==> src/rtl/alu_seq_pkg.sv <==
// Shared constants for the ALU sequencer: op codes, FSM states, instruction field positions.
package alu_seq_pkg;

  localparam int INSTR_W     = 17;
  localparam int IMM_SEL_POS = 16;
  localparam int OP_MSB      = 15;
  localparam int OP_LSB      = 12;
  localparam int RD_MSB      = 11;
  localparam int RD_LSB      = 10;
  localparam int RS_MSB      = 9;
  localparam int RS_LSB      = 8;
  localparam int IMM_MSB     = 7;
  localparam int IMM_LSB     = 0;

  localparam logic [3:0] OP_ADD        = 4'd0;
  localparam logic [3:0] OP_SUB        = 4'd1;
  localparam logic [3:0] OP_AND        = 4'd2;
  localparam logic [3:0] OP_OR         = 4'd3;
  localparam logic [3:0] OP_XOR        = 4'd4;
  localparam logic [3:0] OP_NOT        = 4'd5;
  localparam logic [3:0] OP_INC        = 4'd6;
  localparam logic [3:0] OP_DEC        = 4'd7;
  localparam logic [3:0] OP_SHL        = 4'd8;
  localparam logic [3:0] OP_SHR        = 4'd9;
  localparam logic [3:0] OP_ASR        = 4'd10;
  localparam logic [3:0] OP_ROL        = 4'd11;
  localparam logic [3:0] OP_ROR        = 4'd12;
  localparam logic [3:0] OP_LAST_LEGAL = 4'd12;

  typedef enum logic [1:0] {
    ST_IDLE = 2'd0,
    ST_EXEC = 2'd1,
    ST_WB   = 2'd2
  } state_t;

  function automatic logic op_is_legal(input logic [3:0] op);
    return op <= OP_LAST_LEGAL;
  endfunction

endpackage

==> src/rtl/alu_seq_if.sv <==
// Instruction handshake, external ALU drive/return and retire outputs of the ALU sequencer.
interface alu_seq_if;
  logic [16:0] instr;
  logic        instr_valid;
  logic        instr_ready;
  logic [7:0]  alu_opcode;
  logic [7:0]  alu_a;
  logic [7:0]  alu_b;
  logic [7:0]  alu_result;
  logic        alu_c;
  logic        alu_v;
  logic        done;
  logic [7:0]  wb_data;
  logic [3:0]  flags;
  logic        illegal;

  modport master (
    output instr, instr_valid, alu_result, alu_c, alu_v,
    input  instr_ready, alu_opcode, alu_a, alu_b, done, wb_data, flags, illegal
  );

  modport slave (
    input  instr, instr_valid, alu_result, alu_c, alu_v,
    output instr_ready, alu_opcode, alu_a, alu_b, done, wb_data, flags, illegal
  );
endinterface

==> src/rtl/alu_seq_regfile.sv <==
// 4x8 register file: one synchronous write port, two operand read ports, optional
// combinational debug read port when ALU_SEQ_DBG_PORT_EN is defined.
module alu_seq_regfile #(
  parameter logic [7:0] REG_INIT = 8'h00
) (
  input  logic       clk,
  input  logic       rst,
  input  logic       we,
  input  logic [1:0] waddr,
  input  logic [7:0] wdata,
  input  logic [1:0] raddr_a,
  input  logic [1:0] raddr_b,
  output logic [7:0] rdata_a,
  output logic [7:0] rdata_b
`ifdef ALU_SEQ_DBG_PORT_EN
  ,
  input  logic [1:0] raddr_dbg,
  output logic [7:0] rdata_dbg
`endif
);

  logic [7:0] regs [4];

  always_ff @(posedge clk) begin
    if (rst) begin
      for (int i = 0; i < 4; i++) regs[i] <= REG_INIT;
    end else if (we) begin
      regs[waddr] <= wdata;
    end
  end

  assign rdata_a = regs[raddr_a];
  assign rdata_b = regs[raddr_b];
`ifdef ALU_SEQ_DBG_PORT_EN
  assign rdata_dbg = regs[raddr_dbg];
`endif

endmodule

==> src/rtl/alu_sequencer.sv <==
// Three-cycle IDLE/EXEC/WB sequencer driving an external combinational ALU into a 4x8 register file.
// Optional debug read port enabled by defining ALU_SEQ_DBG_PORT_EN.
module alu_sequencer
  import alu_seq_pkg::*;
#(
  parameter logic [7:0] REG_INIT = 8'h00
) (
  input  logic       clk,
  input  logic       rst,
  alu_seq_if.slave   bus
`ifdef ALU_SEQ_DBG_PORT_EN
  ,
  input  logic [1:0] dbg_sel,
  output logic [7:0] dbg_data
`endif
);

  state_t     state, state_nxt;
  logic       accept, sample, retire;
  logic [7:0] opcode_q, a_q, b_q, res_q, wb_q;
  logic [1:0] rd_q;
  logic       legal_q, c_q, v_q, done_q, illegal_q;
  logic [3:0] flags_q;
  logic [7:0] rdata_a, rdata_b;

  wire        imm_sel = bus.instr[IMM_SEL_POS];
  wire  [3:0] op      = bus.instr[OP_MSB:OP_LSB];
  wire  [1:0] rd      = bus.instr[RD_MSB:RD_LSB];
  wire  [1:0] rs      = bus.instr[RS_MSB:RS_LSB];
  wire  [7:0] imm     = bus.instr[IMM_MSB:IMM_LSB];

  alu_seq_regfile #(.REG_INIT(REG_INIT)) u_regfile (
    .clk       (clk),
    .rst       (rst),
    .we        (retire && legal_q),
    .waddr     (rd_q),
    .wdata     (res_q),
    .raddr_a   (rd),
    .raddr_b   (rs),
    .rdata_a   (rdata_a),
    .rdata_b   (rdata_b)
`ifdef ALU_SEQ_DBG_PORT_EN
    ,
    .raddr_dbg (dbg_sel),
    .rdata_dbg (dbg_data)
`endif
  );

  always_ff @(posedge clk) begin
    if (rst) state <= ST_IDLE;
    else     state <= state_nxt;
  end

  always_comb begin
    state_nxt = state;
    accept    = 1'b0;
    sample    = 1'b0;
    retire    = 1'b0;
    case (state)
      ST_IDLE: if (bus.instr_valid) begin
        accept    = 1'b1;
        state_nxt = ST_EXEC;
      end
      ST_EXEC: begin
        sample    = 1'b1;
        state_nxt = ST_WB;
      end
      ST_WB: begin
        retire    = 1'b1;
        state_nxt = ST_IDLE;
      end
      default: state_nxt = ST_IDLE;
    endcase
  end

  // Reset clears everything in flight, so an aborted instruction never retires.
  always_ff @(posedge clk) begin
    if (rst) begin
      opcode_q  <= 8'h00;
      a_q       <= 8'h00;
      b_q       <= 8'h00;
      rd_q      <= 2'd0;
      legal_q   <= 1'b0;
      res_q     <= 8'h00;
      c_q       <= 1'b0;
      v_q       <= 1'b0;
      flags_q   <= 4'h0;
      wb_q      <= 8'h00;
      done_q    <= 1'b0;
      illegal_q <= 1'b0;
    end else begin
      done_q    <= 1'b0;
      illegal_q <= 1'b0;
      if (accept) begin
        opcode_q <= {4'h0, op};
        a_q      <= rdata_a;
        b_q      <= imm_sel ? imm : rdata_b;
        rd_q     <= rd;
        legal_q  <= op_is_legal(op);
      end
      if (sample) begin
        res_q <= bus.alu_result;
        c_q   <= bus.alu_c;
        v_q   <= bus.alu_v;
      end
      if (retire) begin
        if (legal_q) begin
          flags_q <= {res_q[7], (res_q == 8'h00), c_q, v_q};
          wb_q    <= res_q;
          done_q  <= 1'b1;
        end else begin
          illegal_q <= 1'b1;
        end
      end
    end
  end

  assign bus.instr_ready = (state == ST_IDLE);
  assign bus.alu_opcode  = opcode_q;
  assign bus.alu_a       = a_q;
  assign bus.alu_b       = b_q;
  assign bus.done        = done_q;
  assign bus.wb_data     = wb_q;
  assign bus.flags       = flags_q;
  assign bus.illegal     = illegal_q;

endmodule

==> src/flat_wrapper.sv <==
// flat-port wrapper written by rule: the top's interface ports become plain ports
module alu_sequencer_flat import alu_seq_pkg::*;
#(
  parameter logic [7:0] REG_INIT = 8'h00
)
  (clk, rst, bus_instr, bus_instr_valid, bus_alu_result, bus_alu_c, bus_alu_v, bus_instr_ready, bus_alu_opcode, bus_alu_a, bus_alu_b, bus_done, bus_wb_data, bus_flags, bus_illegal);
  alu_seq_if bus_i ();
  input  logic clk;
  input  logic rst;
  input wire logic [$bits(bus_i.instr)-1:0] bus_instr;
  input wire logic [$bits(bus_i.instr_valid)-1:0] bus_instr_valid;
  input wire logic [$bits(bus_i.alu_result)-1:0] bus_alu_result;
  input wire logic [$bits(bus_i.alu_c)-1:0] bus_alu_c;
  input wire logic [$bits(bus_i.alu_v)-1:0] bus_alu_v;
  output wire logic [$bits(bus_i.instr_ready)-1:0] bus_instr_ready;
  output wire logic [$bits(bus_i.alu_opcode)-1:0] bus_alu_opcode;
  output wire logic [$bits(bus_i.alu_a)-1:0] bus_alu_a;
  output wire logic [$bits(bus_i.alu_b)-1:0] bus_alu_b;
  output wire logic [$bits(bus_i.done)-1:0] bus_done;
  output wire logic [$bits(bus_i.wb_data)-1:0] bus_wb_data;
  output wire logic [$bits(bus_i.flags)-1:0] bus_flags;
  output wire logic [$bits(bus_i.illegal)-1:0] bus_illegal;
  assign bus_i.instr = bus_instr;
  assign bus_i.instr_valid = bus_instr_valid;
  assign bus_i.alu_result = bus_alu_result;
  assign bus_i.alu_c = bus_alu_c;
  assign bus_i.alu_v = bus_alu_v;
  assign bus_instr_ready = bus_i.instr_ready;
  assign bus_alu_opcode = bus_i.alu_opcode;
  assign bus_alu_a = bus_i.alu_a;
  assign bus_alu_b = bus_i.alu_b;
  assign bus_done = bus_i.done;
  assign bus_wb_data = bus_i.wb_data;
  assign bus_flags = bus_i.flags;
  assign bus_illegal = bus_i.illegal;
  alu_sequencer #(.REG_INIT(REG_INIT)) u_core (.clk(clk), .rst(rst), .bus(bus_i));
endmodule
==> config.mk <==
export PLATFORM = sky130hd
export DESIGN_NAME = alu_sequencer_flat
export DESIGN_NICKNAME = d
export VERILOG_FILES = /design/src/rtl/alu_seq_pkg.sv /design/src/rtl/alu_seq_if.sv /design/src/rtl/alu_seq_regfile.sv /design/src/rtl/alu_sequencer.sv /design/src/flat_wrapper.sv
export SDC_FILE = /design/constraint.sdc
export NUM_CORES = 1
export LEC_CHECK = 0
export CAP_MARGIN = 0
export CORE_AREA = 4 4 97 99
export CTS_CLUSTER_SIZE = 20
export DETAILED_ROUTE_END_ITERATION = 8
export DIE_AREA = 0 0 101 103
export PLACE_DENSITY = 0.66
export SYNTH_ARGS = -nofsm -noshare
export SYNTH_HDL_FRONTEND = slang
export SYNTH_SLANG_ARGS = --single-unit
==> constraint.sdc <==
create_clock -name clk -period 1.7 [get_ports clk]
set_clock_uncertainty 0.15 [all_clocks]
set_input_delay 0.255 -clock clk [delete_from_list [all_inputs] [get_ports clk]]
set_output_delay 0.255 -clock clk [all_outputs]
set_load 0.005 [all_outputs]
==> reports/summary.json, run 1 <==
{
  "run_status": {
    "result_of_the_run": "finished, final reports clean"
  },
  "floorplanning": {
    "die_h_um": 103,
    "design.die.area_mm2": 0.01040,
    "core_mm2": 0.008551,
    "fp.dieW_um": 101,
    "initial_core_util_pct": 39.38,
    "io-pin-count": 69,
    "row_count": 34
  },
  "clock_tree": {
    "clkSinkCount": 80,
    "clock_insertion_delay_worst_skew_ps": 350,
    "max-clock-path-buffers": 2,
    "clk_transition_reported_paths_ps": 80,
    "clk_root_buffer_cell": "sky130_fd_sc_hd__clkbuf_8",
    "cts-buffers-inserted": 9,
    "cts_tree": "yes",
    "cts_htree_levels": 3
  },
  "synth": {
    "synth_async_sr_flop_share_pct": 0,
    "synthesis.area_per_instance_um2": 11.22,
    "postSynthRegisterBits": 80,
    "number_of_enable_type_register_cells_in_the_synthesized_netlist": 32,
    "syn_inst": 300,
    "number_of_distinct_library_cells_after_synthesis": 34,
    "synth_seq_area_share_pct": 57.08,
    "post_synth_instance_area_mm2": 0.003367,
    "dominantRegCellSynth": "sky130_fd_sc_hd__dfxtp_1",
    "yosys_warnings": 0
  },
  "routing": {
    "wl_per_cell_um": 15.97,
    "route.detailed.drc": 0,
    "dr_total_vias": 2455,
    "drt.antenna.violating_nets": 0,
    "first_iter_violations": 117,
    "detailedRoute.firstPassIterationCount": 4,
    "wl_um": 7778,
    "post_drt_via_cell_ratio": 5.041
  },
  "sta": {
    "setup_violations": 0,
    "fmaxAchievable_mhz": 600.7,
    "max_slew.worst_pin.slew_ps": 597.0,
    "report.final.slew_viol_count": 0,
    "period_minus_slack_ps": 1665,
    "rsz0062_at_grt": "true",
    "max_slew_margin_pct": 60.12,
    "final_hold_viol_count": 0,
    "post-route-period-util_pct": 97.93
  },
  "grt": {
    "wire_length_of_the_first_global_routing_pass_um": 12570,
    "grt_pass1_vias": 2501,
    "grt_start_max_net_pins": 32,
    "globalRouteTotalUtil_pct": 15.68,
    "grt_remaining_overflow": 0,
    "antenna_violations_before_repair": 0
  },
  "setup_path": {
    "slowest_stage": "sky130_fd_sc_hd__or3b_4",
    "critical_path_required_ps": 1610,
    "timing.critical_path.slowest_cell_delay_ps": 400,
    "regToRegStartpoint": "u_core.state[1]",
    "path_cells": "or3b_4 -> nor4b_4 -> or2_4",
    "path_delay_family": "simple AND/OR/NAND/NOR gates",
    "worstSetupEndpointType": "flip-flop",
    "critPathMaxFanout": 8,
    "setup.reg_to_reg.worst_slack_ps": 40,
    "critical_path.startpoint_type": "flip-flop",
    "cp.arrival_ps": 1570,
    "worst_setup_path_startpoint": "u_core.state[1]",
    "criticalPathCategory": "reg2reg",
    "crit_buf_inv": 0
  },
  "cells_and_area": {
    "postLayoutCellArea_mm2": 0.004479,
    "fraction_of_layout_instances_using_a_drive_strength_above_1_pct": 19.26,
    "antenna_cells": 0,
    "seq_area_mm2": 0.001924,
    "multi_input_combinational_cell_area_mm2": 0.001348,
    "layout.cells.most_common_list": "61 x sky130_fd_sc_hd__clkdlybuf4s50_1, 50 x sky130_fd_sc_hd__nand2_1, 46 x sky130_fd_sc_hd__dfxtp_1",
    "mostFrequentLayoutCell": "sky130_fd_sc_hd__clkdlybuf4s50_1",
    "area_growth_pct": 33.04,
    "layout.filler_cells": 784,
    "nets": 404,
    "layoutNonFillerInstCount": 487
  },
  "power": {
    "switchingPower_uw": 944.7,
    "power-per-cell-area_mw_per_mm2": 888.6,
    "power.internal_uw": 3036,
    "clock_power_share_pct": 34.6,
    "worst_ir_drop_vdd_mv": 0.5427,
    "static-leakage-power_uw": 0.001753,
    "netSwitchingFraction_pct": 23.74,
    "combPwrFrac_pct": 11.8,
    "part_of_the_total_power_dissipated_in_sequential_elements_pct": 53.6
  },
  "worst_hold_path": {
    "hold_startpoint": "rst",
    "min_path_type": "in2reg"
  },
  "place": {
    "gp_congestion": 0.8244,
    "numPlacedInstances": 468,
    "placement.io_buffers": 64,
    "detailed_place.area_mm2": 0.004240,
    "place.detailed.hpwl_um": 5629
  },
  "run": {
    "max_cap_violations": 0
  }
}
==> cells in the mapped netlist, types with 2 or more instances <==
library cell               instances  share of area, %
sky130_fd_sc_hd__a211oi_1          8               1.8
sky130_fd_sc_hd__a21o_1            8               1.8
sky130_fd_sc_hd__a21oi_1          25               3.7
sky130_fd_sc_hd__a222oi_1          8               2.4
sky130_fd_sc_hd__a22o_1            2              0.52
sky130_fd_sc_hd__and2_1           25               4.6
sky130_fd_sc_hd__and3_1            8               1.5
sky130_fd_sc_hd__buf_1             3              0.33
sky130_fd_sc_hd__buf_2             6              0.89
sky130_fd_sc_hd__buf_4             5               1.1
sky130_fd_sc_hd__clkbuf_1         12               1.3
sky130_fd_sc_hd__dfxtp_1          48                29
sky130_fd_sc_hd__edfxtp_1         32                29
sky130_fd_sc_hd__mux2_2           16               5.4
sky130_fd_sc_hd__mux4_2            8               5.4
sky130_fd_sc_hd__nand2_1          50               5.6
sky130_fd_sc_hd__nor2_1           15               1.7
sky130_fd_sc_hd__nor2b_1           2              0.37
sky130_fd_sc_hd__nor4_1            2              0.37
sky130_fd_sc_hd__or2_2             3              0.56
==> cell families (layout without fill, tap and decap cells) <==
family,after synthesis,in the layout,synth area share (%)
AND/OR/NAND/NOR,114,114,17.43
multiplexers,24,24,10.70
other,1,4,0.1114
buffers and inverters,27,103,3.790
flip-flops,80,80,57.08
AO/OA/AOI/OAI,54,54,10.89
==> final timing paths <==
| check | to | depth (start not counted) |
|---|---|---|
| worst min-delay path | u_core.bus.illegal | 3 |
| worst min register to register | u_core.bus.alu_a[3] | 2 |
| worst max register to register | u_core.u_regfile.regs[0][1] | 3 |
| worst max-delay path | u_core.u_regfile.regs[0][1] | 3 |
==> power by group through the flow <==
stage	registers, µW	logic (µW)	clock network [µW]
after floorplan	2160	239	0
after global placement	2170	460	0
after detailed placement	2180	465	0
after CTS	2130	467	1420
after global routing	2150	515	1510
final	2130	469	1380
==> final cells by class <==
class                   instances  share of cell area (%)
well taps                     108                   3.017
clock inverters                 4                  0.5587
clock buffers                  12                   3.939
repair buffers                 86                   19.36
multi-input cells             196                   30.08
flip-flops and latches         80                   42.96
inverters                       1                 0.08380
==> worst register-to-register path, stage by stage, from the launching register on <==
cell and delay, ps:
sky130_fd_sc_hd__dfxtp_2 330, sky130_fd_sc_hd__or3b_4 400, sky130_fd_sc_hd__nor4b_4 260, sky130_fd_sc_hd__or2_4 230
==> routing by layer <==
metal	share of wire, %	GRT usage (%)
met1	45	20.46
met2	48	25.37
met3	5.4	4.533
met4	1.3	4.908
met5	0	0
==> per-stage QoR <==
step                      worst slack (ps)  hold WS, ps  util (%)  setup TNS (ps)  power (µW)
after floorplan                     -108.4        241.0         -           -1008        2400
after global placement              -373.8        286.0     49.59          -25050        2633
after detailed placement            -411.1        291.7     49.59          -27000        2642
after CTS                            5.624        281.5     51.98               0        4018
after global routing                -18.02        144.6     52.39          -127.1        4168
final                                35.17        130.3     52.39               0        3980
==> flip-flops by register name, indices dropped and copies added (netlist names), 4 cells and up <==
name,flops
u_core.res_q,8
u_core.bus.alu_b,8
u_core.bus.wb_data,7
u_core.bus.alu_a,8
u_core.bus.alu_opcode,4
u_core.bus.flags,4
u_core.u_regfile.regs,32
==> repair_timing <==
action                                  CTS  global route
endpoints found under the setup margin   10            27
setup buffers                             0             3
gates resized for setup                   2             5
hold endpoints to repair                  0             0
pin swaps                                 2             3
hold buffers                              0             0
Note: power is estimated with default switching activity, not from simulation.
==> run 2, diff against run 1 <==
--- a/config.mk
+++ b/config.mk
@@ -5,7 +5,6 @@
 export SDC_FILE = /design/constraint.sdc
 export NUM_CORES = 1
 export LEC_CHECK = 0
-export CAP_MARGIN = 0
 export CORE_AREA = 4 4 97 99
 export CTS_CLUSTER_SIZE = 20
 export DETAILED_ROUTE_END_ITERATION = 8
==> results of run 2 <==
The final DEF is identical to that of run 1; final timing and power are the same.
